[config.mk]
export PLATFORM = sky130hd
export DESIGN_NAME = branch_predictor
export DESIGN_NICKNAME = d
export VERILOG_FILES = /design/src/rtl/branch_predictor.sv
export SDC_FILE = /design/constraint.sdc
export NUM_CORES = 1
export LEC_CHECK = 0
export ABC_AREA = 1
export BUFFER_PORTS_ARGS = -buffer_cell sky130_fd_sc_hd__buf_4
export CAP_MARGIN = 20
export CORE_ASPECT_RATIO = 1.5
export CORE_MARGIN = 5
export CORE_UTILIZATION = 50
export DETAILED_ROUTE_END_ITERATION = 8
export GPL_ROUTABILITY_DRIVEN = 0
export PLACE_DENSITY = 0.74
export SYNTH_ARGS = -nofsm -noshare
export SYNTH_HDL_FRONTEND = slang
export SYNTH_SLANG_ARGS = --single-unit
[constraint.sdc]
create_clock -name clk -period 3.8 [get_ports clk]
set_input_delay 0.76 -clock clk [delete_from_list [all_inputs] [get_ports clk]]
set_output_delay 0.76 -clock clk [all_outputs]
set_load 0.005 [all_outputs]
[src/rtl/branch_predictor.sv]
// Branch target buffer with 2-bit saturating direction counters.
//
// Fetch presents lookup_pc and gets a zero-latency prediction
// (pred_hit, pred_taken, pred_next) from the registered table state.
// The resolve stage presents upd_* with the actual outcome. The block
// trains the table and, one cycle later, raises a mispredict/redirect
// pair so the core can flush its front end.
//
// Ports:
//   clk, rst_n      clock, synchronous active-low reset
//   lookup_pc       fetch PC
//   pred_hit        valid entry with matching tag
//   pred_taken      pred_hit & counter msb
//   pred_next       predicted next PC
//   upd_valid       resolved branch present this cycle
//   upd_pc          PC of the resolved branch
//   upd_taken       actual direction
//   upd_target      actual taken target
//   upd_pred_next   prediction that was made for this branch
//   mispredict      registered, high for one cycle after a wrong prediction
//   redirect_pc     registered correct next PC, valid with mispredict
//   stat_branches   saturating resolved-branch count
//   stat_mispred    saturating misprediction count
module branch_predictor #(
    parameter int unsigned ADDR_W    = 16,
    parameter int unsigned ENTRIES   = 16,
    parameter int unsigned PC_ALIGN  = 2,
    parameter logic [1:0]  ALLOC_CTR = 2'b10,
    parameter int unsigned STAT_W    = 16
) (
    input  logic              clk,
    input  logic              rst_n,
    input  logic [ADDR_W-1:0] lookup_pc,
    output logic              pred_hit,
    output logic              pred_taken,
    output logic [ADDR_W-1:0] pred_next,
    input  logic              upd_valid,
    input  logic [ADDR_W-1:0] upd_pc,
    input  logic              upd_taken,
    input  logic [ADDR_W-1:0] upd_target,
    input  logic [ADDR_W-1:0] upd_pred_next,
    output logic              mispredict,
    output logic [ADDR_W-1:0] redirect_pc,
    output logic [STAT_W-1:0] stat_branches,
    output logic [STAT_W-1:0] stat_mispred
);

    localparam int unsigned IDX_W = $clog2(ENTRIES);
    localparam int unsigned TAG_W = ADDR_W - PC_ALIGN - IDX_W;
    localparam logic [ADDR_W-1:0] PC_STEP = ADDR_W'(1) << PC_ALIGN;

    // Table state. Tags and targets carry no reset; valid guards them.
    logic              valid_q  [ENTRIES];
    logic [1:0]        ctr_q    [ENTRIES];
    logic [TAG_W-1:0]  tag_q    [ENTRIES];
    logic [ADDR_W-1:0] target_q [ENTRIES];

    logic              mispredict_q;
    logic [ADDR_W-1:0] redirect_pc_q;
    logic [STAT_W-1:0] stat_branches_q;
    logic [STAT_W-1:0] stat_mispred_q;

    // Lookup side
    logic [IDX_W-1:0] l_idx;
    logic [TAG_W-1:0] l_tag;
    logic             l_hit;

    always_comb begin
        l_idx      = lookup_pc[PC_ALIGN +: IDX_W];
        l_tag      = lookup_pc[ADDR_W-1 -: TAG_W];
        l_hit      = valid_q[l_idx] && (tag_q[l_idx] == l_tag);
        pred_hit   = l_hit;
        pred_taken = l_hit && ctr_q[l_idx][1];
        pred_next  = (l_hit && ctr_q[l_idx][1]) ? target_q[l_idx] : lookup_pc + PC_STEP;
    end

    // Update side
    logic [IDX_W-1:0]  u_idx;
    logic [TAG_W-1:0]  u_tag;
    logic              u_hit;
    logic [ADDR_W-1:0] actual_next;
    logic              u_mispred;

    always_comb begin
        u_idx       = upd_pc[PC_ALIGN +: IDX_W];
        u_tag       = upd_pc[ADDR_W-1 -: TAG_W];
        u_hit       = valid_q[u_idx] && (tag_q[u_idx] == u_tag);
        actual_next = upd_taken ? upd_target : upd_pc + PC_STEP;
        u_mispred   = (actual_next != upd_pred_next);
    end

    always_ff @(posedge clk) begin
        if (!rst_n) begin
            for (int i = 0; i < ENTRIES; i++) begin
                valid_q[i] <= 1'b0;
                ctr_q[i]   <= 2'b00;
            end
            mispredict_q    <= 1'b0;
            redirect_pc_q   <= '0;
            stat_branches_q <= '0;
            stat_mispred_q  <= '0;
        end else begin
            mispredict_q <= 1'b0;
            // Everything below is gated by upd_valid so X on idle upd_* is harmless.
            if (upd_valid) begin
                mispredict_q  <= u_mispred;
                redirect_pc_q <= actual_next;
                if (stat_branches_q != '1) begin
                    stat_branches_q <= stat_branches_q + STAT_W'(1);
                end
                if (u_mispred && (stat_mispred_q != '1)) begin
                    stat_mispred_q <= stat_mispred_q + STAT_W'(1);
                end

                if (u_hit) begin
                    if (upd_taken) begin
                        if (ctr_q[u_idx] != 2'b11) begin
                            ctr_q[u_idx] <= ctr_q[u_idx] + 2'b01;
                        end
                        target_q[u_idx] <= upd_target;
                    end else if (ctr_q[u_idx] != 2'b00) begin
                        ctr_q[u_idx] <= ctr_q[u_idx] - 2'b01;
                    end
                end else if (upd_taken) begin
                    // Direct-mapped: a taken miss evicts whatever aliases here.
                    valid_q[u_idx]  <= 1'b1;
                    tag_q[u_idx]    <= u_tag;
                    target_q[u_idx] <= upd_target;
                    ctr_q[u_idx]    <= ALLOC_CTR;
                end
            end
        end
    end

    assign mispredict    = mispredict_q;
    assign redirect_pc   = redirect_pc_q;
    assign stat_branches = stat_branches_q;
    assign stat_mispred  = stat_mispred_q;

endmodule

==> results of run 1 <==
## worst min-delay path by stage
stage	endpoint
after floorplan	valid_q[11]
after detailed placement	valid_q[4]
final	valid_q[4]
after global placement	valid_q[15]
after global routing	stat_mispred[15]
after CTS	valid_q[4]
## registers in the layout, summed over array words and instances, names as in the netlist
signal	cells
mispredict	1
stat_mispred	16
redirect_pc	16
ctr_q	32
valid_q	16
target_q	256
stat_branches	16
tag_q	160
## per-layer routing
layer,share of wire [%],wire (um)
met1,34,26100
met2,51,39700
met3,8.7,6740
met4,6.7,5180
met5,0,0
## per-stage QoR
step                      instance area (sq um)  total power [mW]  hold WS [ns]  cells
after CTS                                 28200              12.1         0.478   3472
after floorplan                           24600              7.02         0.442   2640
after global placement                    26700              7.52         0.456   3386
after global routing                      28400              12.5         0.509   3479
final                                     28400              12.2         0.480   3479
after detailed placement                  26700              7.56         0.466   3386
## layout by cell type, fill, tap and decap left out, types with 9 or more instances in the layout
| cell | instances |
|---|---|
| o221ai_1 | 27 |
| o211ai_1 | 19 |
| o21ai_1 | 27 |
| o21ai_0 | 313 |
| nor2_2 | 13 |
| a221oi_1 | 9 |
| edfxtp_1 | 448 |
| buf_4 | 220 |
| buf_12 | 16 |
| nand3_1 | 136 |
| nor2_1 | 359 |
| o22ai_1 | 51 |
| nor3_1 | 18 |
| nand4_1 | 31 |
| clkbuf_1 | 10 |
| clkinv_1 | 13 |
| nand2_1 | 509 |
| dfxtp_1 | 65 |
| xnor2_1 | 9 |
| a21oi_1 | 131 |
| xor2_1 | 27 |
| clkbuf_16 | 51 |
| inv_1 | 229 |
## worst max-delay path: cells and delay by family
kind	cells	cell delay, ns
simple gates	9	1.05
compound gates	2	0.52
buf+inv	4	0.67
## cell type report
| class | count | share of cell area (%) |
|---|---|---|
| Sequential cell | 513 | 52.0 |
| Multi-Input combinational cell | 1742 | 29.3 |
| Timing Repair Buffer | 245 | 7.50 |
| Clock buffer | 58 | 4.36 |
| Inverter | 234 | 3.11 |
| Tap cell | 656 | 2.89 |
| Clock inverter | 28 | 0.872 |
| Antenna cell | 3 | 0.0264 |
## cell families after synthesis
logic type      Yosys count  share of synthesized area (%)
simple gates           1099                           18.4
buf+inv                 385                           6.57
compound gates          597                           13.3
fa+ha+maj                 7                          0.356
xor+xnor                 39                           1.39
flops                   513                           60.0
## timing repair
item / CTS / global route
hold endpoints to repair: 0 / 0
gates resized for setup: 0 / 28
setup endpoints to repair: 0 / 18
setup buffers: 0 / 1
hold buffers: 0 / 0
## power breakdown
group	switching [mW]	internal (mW)
logic	0.875	0.411
clock network	2.07	2.59
registers	0.0304	6.18
==> results.ini, run 1 <==
[synth]
yosys-top-cells-count=nand2_1, edfxtp_1, nor2_1
synth_edf_count=448
ys_warn_count=0
syn_nets=2715
synth_seq_area_share_pct=60.0
yosysTopAreaCellShare_pct=54.7
synth-main-ff-cell=edfxtp_1
synthTopCellsByArea=edfxtp_1, nand2_1, o21ai_0, nor2_1, dfxtp_1
syn_inst=2640
yosys_register_bits=513
syn_area_per_cell_sq_um=9.32
syn-cell-area_sq_um=24600
synth.most_common_cell=nand2_1
yosys.area.top_type=edfxtp_1
ys_types=45
synthArstFlopShare_pct=0

[critical_path]
critPathLaunch=lookup_pc[2]
endpoint=pred_next[14]
crit_top_cell=nand2_1
r2r-start=tag_q[7][2]
ff2ff_path_depth=17
end_kind=output port
reg2reg_slack_ns=1.06
slowest_stage=o21ai_0
cp_max_fo=14
arrival_ns=3.02
cp_cell_sequence=buf_12 -> clkbuf_16 -> o21ai_0 -> nand2_1 -> nand2_1 -> nand3_1 -> nand2_1 -> nand2_1 -> nand3b_1 -> nor2_2 -> nand3_2 -> buf_4 -> nand2_1 -> o21ai_2 -> buf_4
start_kind=input pin
crit_required_ns=3.04
worst_path_largest_cell_delay_ns=0.43
critPathKind=input pin to output port
reg2reg_to=tag_q[4][7]

[sta]
slew_headroom_pct=49.5
timing.fmax_ghz=0.265
finClkSkew_ns=0.0154
hold_viol=0
period_needed_ns=3.78
worst_slack_ns=0.0196
tns_ns=0
setup_violations=0
slew_violations=0
period_share_pct=99.5
worst_pin_slew_ns=0.757

[global_routing]
gr-total-overflow=0
use_met2_pct=49.2
grtUsageMet1_pct=32.3
gr-max-usage-layer=met2
met3_usage_pct=3.77
grt_max_degree=130
grt_pass1_wl_mm=115
track_usage_pct=27.8
grt_pass1_vias=19900
antenna_found_initial=3

[floorplanning]
dieHeight_um=282
start_util_pct=50.5
ioPinCount=135
rows=99
coreArea_sq_um=48700
dieWidth_um=191
dieArea_sq_um=53800

[clock_network]
cts_tree=yes
path_clk_slew_ns=0.07
numCtsBuffers=47
clock_path_buffers=3
ctsHtreeMaxLevel=2
cts_sinks=513
cts_root_buf=clkbuf_16
clock_latency_ns=0.58

[finish]
fillers=4010
nNetsFinal=2858
final_util_pct=58.3
regArea_sq_um=14800
multi_input_area_sq_um=8320
drive_above_1_share_pct=12.6
syn_to_final_growth_pct=15.5

[drt]
wire_per_inst_um=22.3
drtIter0Drc=2886
drtAntennaViolNets=0
routed_wl_mm=77.7
vias=20800
drc_errors=0
dr.pass1.iters=6
viasPerCell=5.99

[placed_design]
port_buffers=134
hpwl_mm=51.9
dpl_worst_slack_ns=0.0145

[worst_hold_path]
hp-class=flop to flop
whs_path_depth=2
worstHoldStart=valid_q[4]

[pwr]
ir_drop_v=0.000293
leakage_nw=10.9
power_density_nw_per_um2=428

[flow_run]
drv_cap=0

[status]
status=finished clean

No activity file was read; power rests on OpenSTA's default activity.
==> run 2, diff against run 1 <==
--- a/config.mk
+++ b/config.mk
@@ -5,7 +5,6 @@
 export SDC_FILE = /design/constraint.sdc
 export NUM_CORES = 1
 export LEC_CHECK = 0
-export ABC_AREA = 1
 export BUFFER_PORTS_ARGS = -buffer_cell sky130_fd_sc_hd__buf_4
 export CAP_MARGIN = 20
 export CORE_ASPECT_RATIO = 1.5
==> results.ini, run 2 <==
[finish]
drive_above_1_share_pct=34.8  ; +22 points
fillers=3334  ; -17%
multi_input_area_sq_um=8260  ; -0.65%
instances_no_fill=2305  ; -34%
regArea_sq_um=14800  ; unchanged
largest_reg_flops=256  ; unchanged
regMostFlops=target_q
antenna_cells=0  ; -3
fin_area_sq_um=28100  ; -1.1%
syn_to_final_growth_pct=20.0
reg_top3=target_q: 256 flops, tag_q: 160 flops, ctr_q: 32 flops
layout_common_cells=edfxtp_1, buf_4, mux4_2
final_common_cell=edfxtp_1
nNetsFinal=1748  ; -39%

[synth]
yosysTopAreaCellShare_pct=57.5  ; +2.8 points
syn_area_per_cell_sq_um=16.4  ; +76%
synth.most_common_cell=edfxtp_1
yosys_register_bits=513  ; unchanged
synth_edf_count=448  ; unchanged
ys_types=63  ; +40%
syn-cell-area_sq_um=23400  ; -4.9%
synthArstFlopShare_pct=0  ; unchanged
syn_inst=1431  ; -46%
ys_warn_count=0  ; unchanged
synth_seq_area_share_pct=63.0  ; +3.1 points
yosys-top-cells-count=edfxtp_1, mux4_2, nor2_1
synth-main-ff-cell=edfxtp_1
yosys.area.top_type=edfxtp_1
synthTopCellsByArea=edfxtp_1, mux4_2, dfxtp_1, mux2i_1, nor2_1
syn_nets=1506  ; -45%

[floorplanning]
ioPinCount=135  ; unchanged
rows=97  ; -2.0%
coreArea_sq_um=46500  ; -4.5%
start_util_pct=50.3  ; -0.18 points
dieWidth_um=187  ; -2.3%
dieArea_sq_um=51300  ; -4.6%
dieHeight_um=275  ; -2.4%

[global_routing]
gr-total-overflow=0  ; unchanged
antenna_found_initial=0  ; -3
track_usage_pct=24.9  ; -2.9 points
grt_pass1_vias=14900  ; -25%
grt_pass1_wl_mm=96.1  ; -16%
grt_max_degree=34  ; -74%

[drt]
drtIter0Drc=1722  ; -40%
drtAntennaViolNets=0  ; unchanged
drc_errors=0  ; unchanged
dr.pass1.iters=5  ; -1
vias=14700  ; -29%
wire_per_inst_um=28.2  ; +26%
viasPerCell=6.38  ; +6.5%
routed_wl_mm=65.1  ; -16%

[clock_network]
numCtsBuffers=47  ; unchanged
clock_latency_ns=0.58  ; about the same
path_clk_slew_ns=0.07  ; about the same
cts_tree=yes
clock_path_buffers=3  ; unchanged
ctsHtreeMaxLevel=2  ; unchanged
cts_root_buf=clkbuf_16
cts_sinks=513  ; unchanged

[sta]
slew_violations=0  ; unchanged
rsz0062_at_grt=yes
period_share_pct=111  ; +12 points
hold_viol=0  ; unchanged
timing.fmax_ghz=0.236  ; -11%
setup_violations=18  ; +18
finClkSkew_ns=0.0193  ; +0.00388 ns
worst_pin_slew_ns=1.04  ; +0.278 ns
worst_slack_ns=-0.436  ; -0.456 ns
period_needed_ns=4.24  ; +0.456 ns
slew_headroom_pct=30.7  ; -19 points

[pwr]
leakage_nw=9.56  ; -12%
ir_drop_v=0.000396  ; +35%
power_density_nw_per_um2=434  ; +1.4%

[critical_path]
start_kind=flop
slowest_stage=mux4_2
end_kind=output port
critPathKind=flop to output port
cp_cell_sequence=mux4_2 -> mux4_2 -> xnor2_1 -> buf_4 -> nand4b_1 -> nor4bb_4 -> buf_12 -> mux2_2 -> buf_4
crit_buf_inv=3  ; -1
worst_path_largest_cell_delay_ns=0.49  ; +0.06 ns
cp_max_fo=16  ; +2
arrival_ns=3.48  ; +0.46 ns
crit_required_ns=3.04  ; about the same
cp_top_family=multiplexers

[worst_hold_path]
hp-class=flop to flop

[status]
status=finished, violations left
violations=negative setup slack

[flow_run]
drv_cap=0  ; unchanged

[placed_design]
dpl_worst_slack_ns=-0.488  ; -0.502 ns
dp_cells=2214  ; -35%
place_area_sq_um=26300  ; -1.5%
port_buffers=134  ; unchanged
hpwl_mm=43.5  ; -16%

run 2: area by class of cell:
class                      count  area share (%)
clock inverter                28            1.16
timing repair buffer         288            9.50
sequential                   513            52.5
inverter                      19           0.254
tap                          594            2.65
multi-input combinational    804            29.4
clock buffer                  59            4.49
run 2: worst min-delay path: stages, from the launching register on:
cell and delay, ns:
dfxtp_1 0.32, nand2_1 0.06, a21oi_1 0.05
run 2: worst paths after layout:
path | cells past startpoint | end | slack (ns) | from
setup / recovery | 9 | pred_next[8] | -0.44 | tag_q[14][6]
hold / removal | 2 | redirect_pc[12] | 0.48 | redirect_pc[12]
setup reg to reg | 10 | ctr_q[9][0] | 0.25 | tag_q[1][1]
hold reg to reg | 2 | redirect_pc[12] | 0.48 | redirect_pc[12]
run 2: logic make-up (layout without fill, tap and decap cells):
group | after synthesis | after routing | share of synthesized area, %
flip-flops | 513 | 513 | 63.0
AND/OR/NAND/NOR | 342 | 342 | 7.13
multiplexers | 262 | 262 | 20.9
AO/OA/AOI/OAI | 124 | 124 | 3.74
buffers and inverters | 114 | 394 | 2.27
XOR/XNOR | 69 | 69 | 2.58
adder cells (fa/ha/maj) | 7 | 7 | 0.374
run 2: metal layers:
| layer | up-vias | part of all wire [%] | wire length, um | GRT usage, % |
|---|---|---|---|---|
| li1 | 6219 | - | - | - |
| met1 | 7602 | 34 | 22200 | 28.9 |
| met2 | 721 | 55 | 36100 | 47.0 |
| met3 | 157 | 5.9 | 3830 | 2.97 |
| met4 | 0 | 4.5 | 2930 | 10.0 |
| met5 | - | 0 | 0 | 0 |
run 2: power by group:
| group | internal [mW] | leakage, nW | switching (mW) | total (mW) |
|---|---|---|---|---|
| Combinational | 0.536 | 4.19 | 0.599 | 1.13 |
| Sequential | 6.18 | 4.60 | 0.0320 | 6.21 |
| Clock | 2.73 | 0.766 | 2.11 | 4.84 |
| Total | 9.44 | 9.56 | 2.74 | 12.2 |
run 2: per-stage QoR:
stage	power, mW	util, %	hold slack [ns]	TNS [ns]
after floorplan	6.95	-	0.436	-0.342
after global placement	7.41	56.6	0.455	-47.75
after detailed placement	7.44	56.6	0.468	-53.23
after CTS	12.2	60.4	0.480	-7.06
after global routing	12.6	60.4	0.504	-8.31
final	12.2	60.4	0.477	-6.54
run 2: timing repair:
item	in CTS	in global routing
pin swaps	4	0
endpoints found under the hold margin	0	0
cloned	2	0
endpoints found under the setup margin	18	22
buffers inserted	2	0
gates resized for setup	24	1
hold buffers	0	0
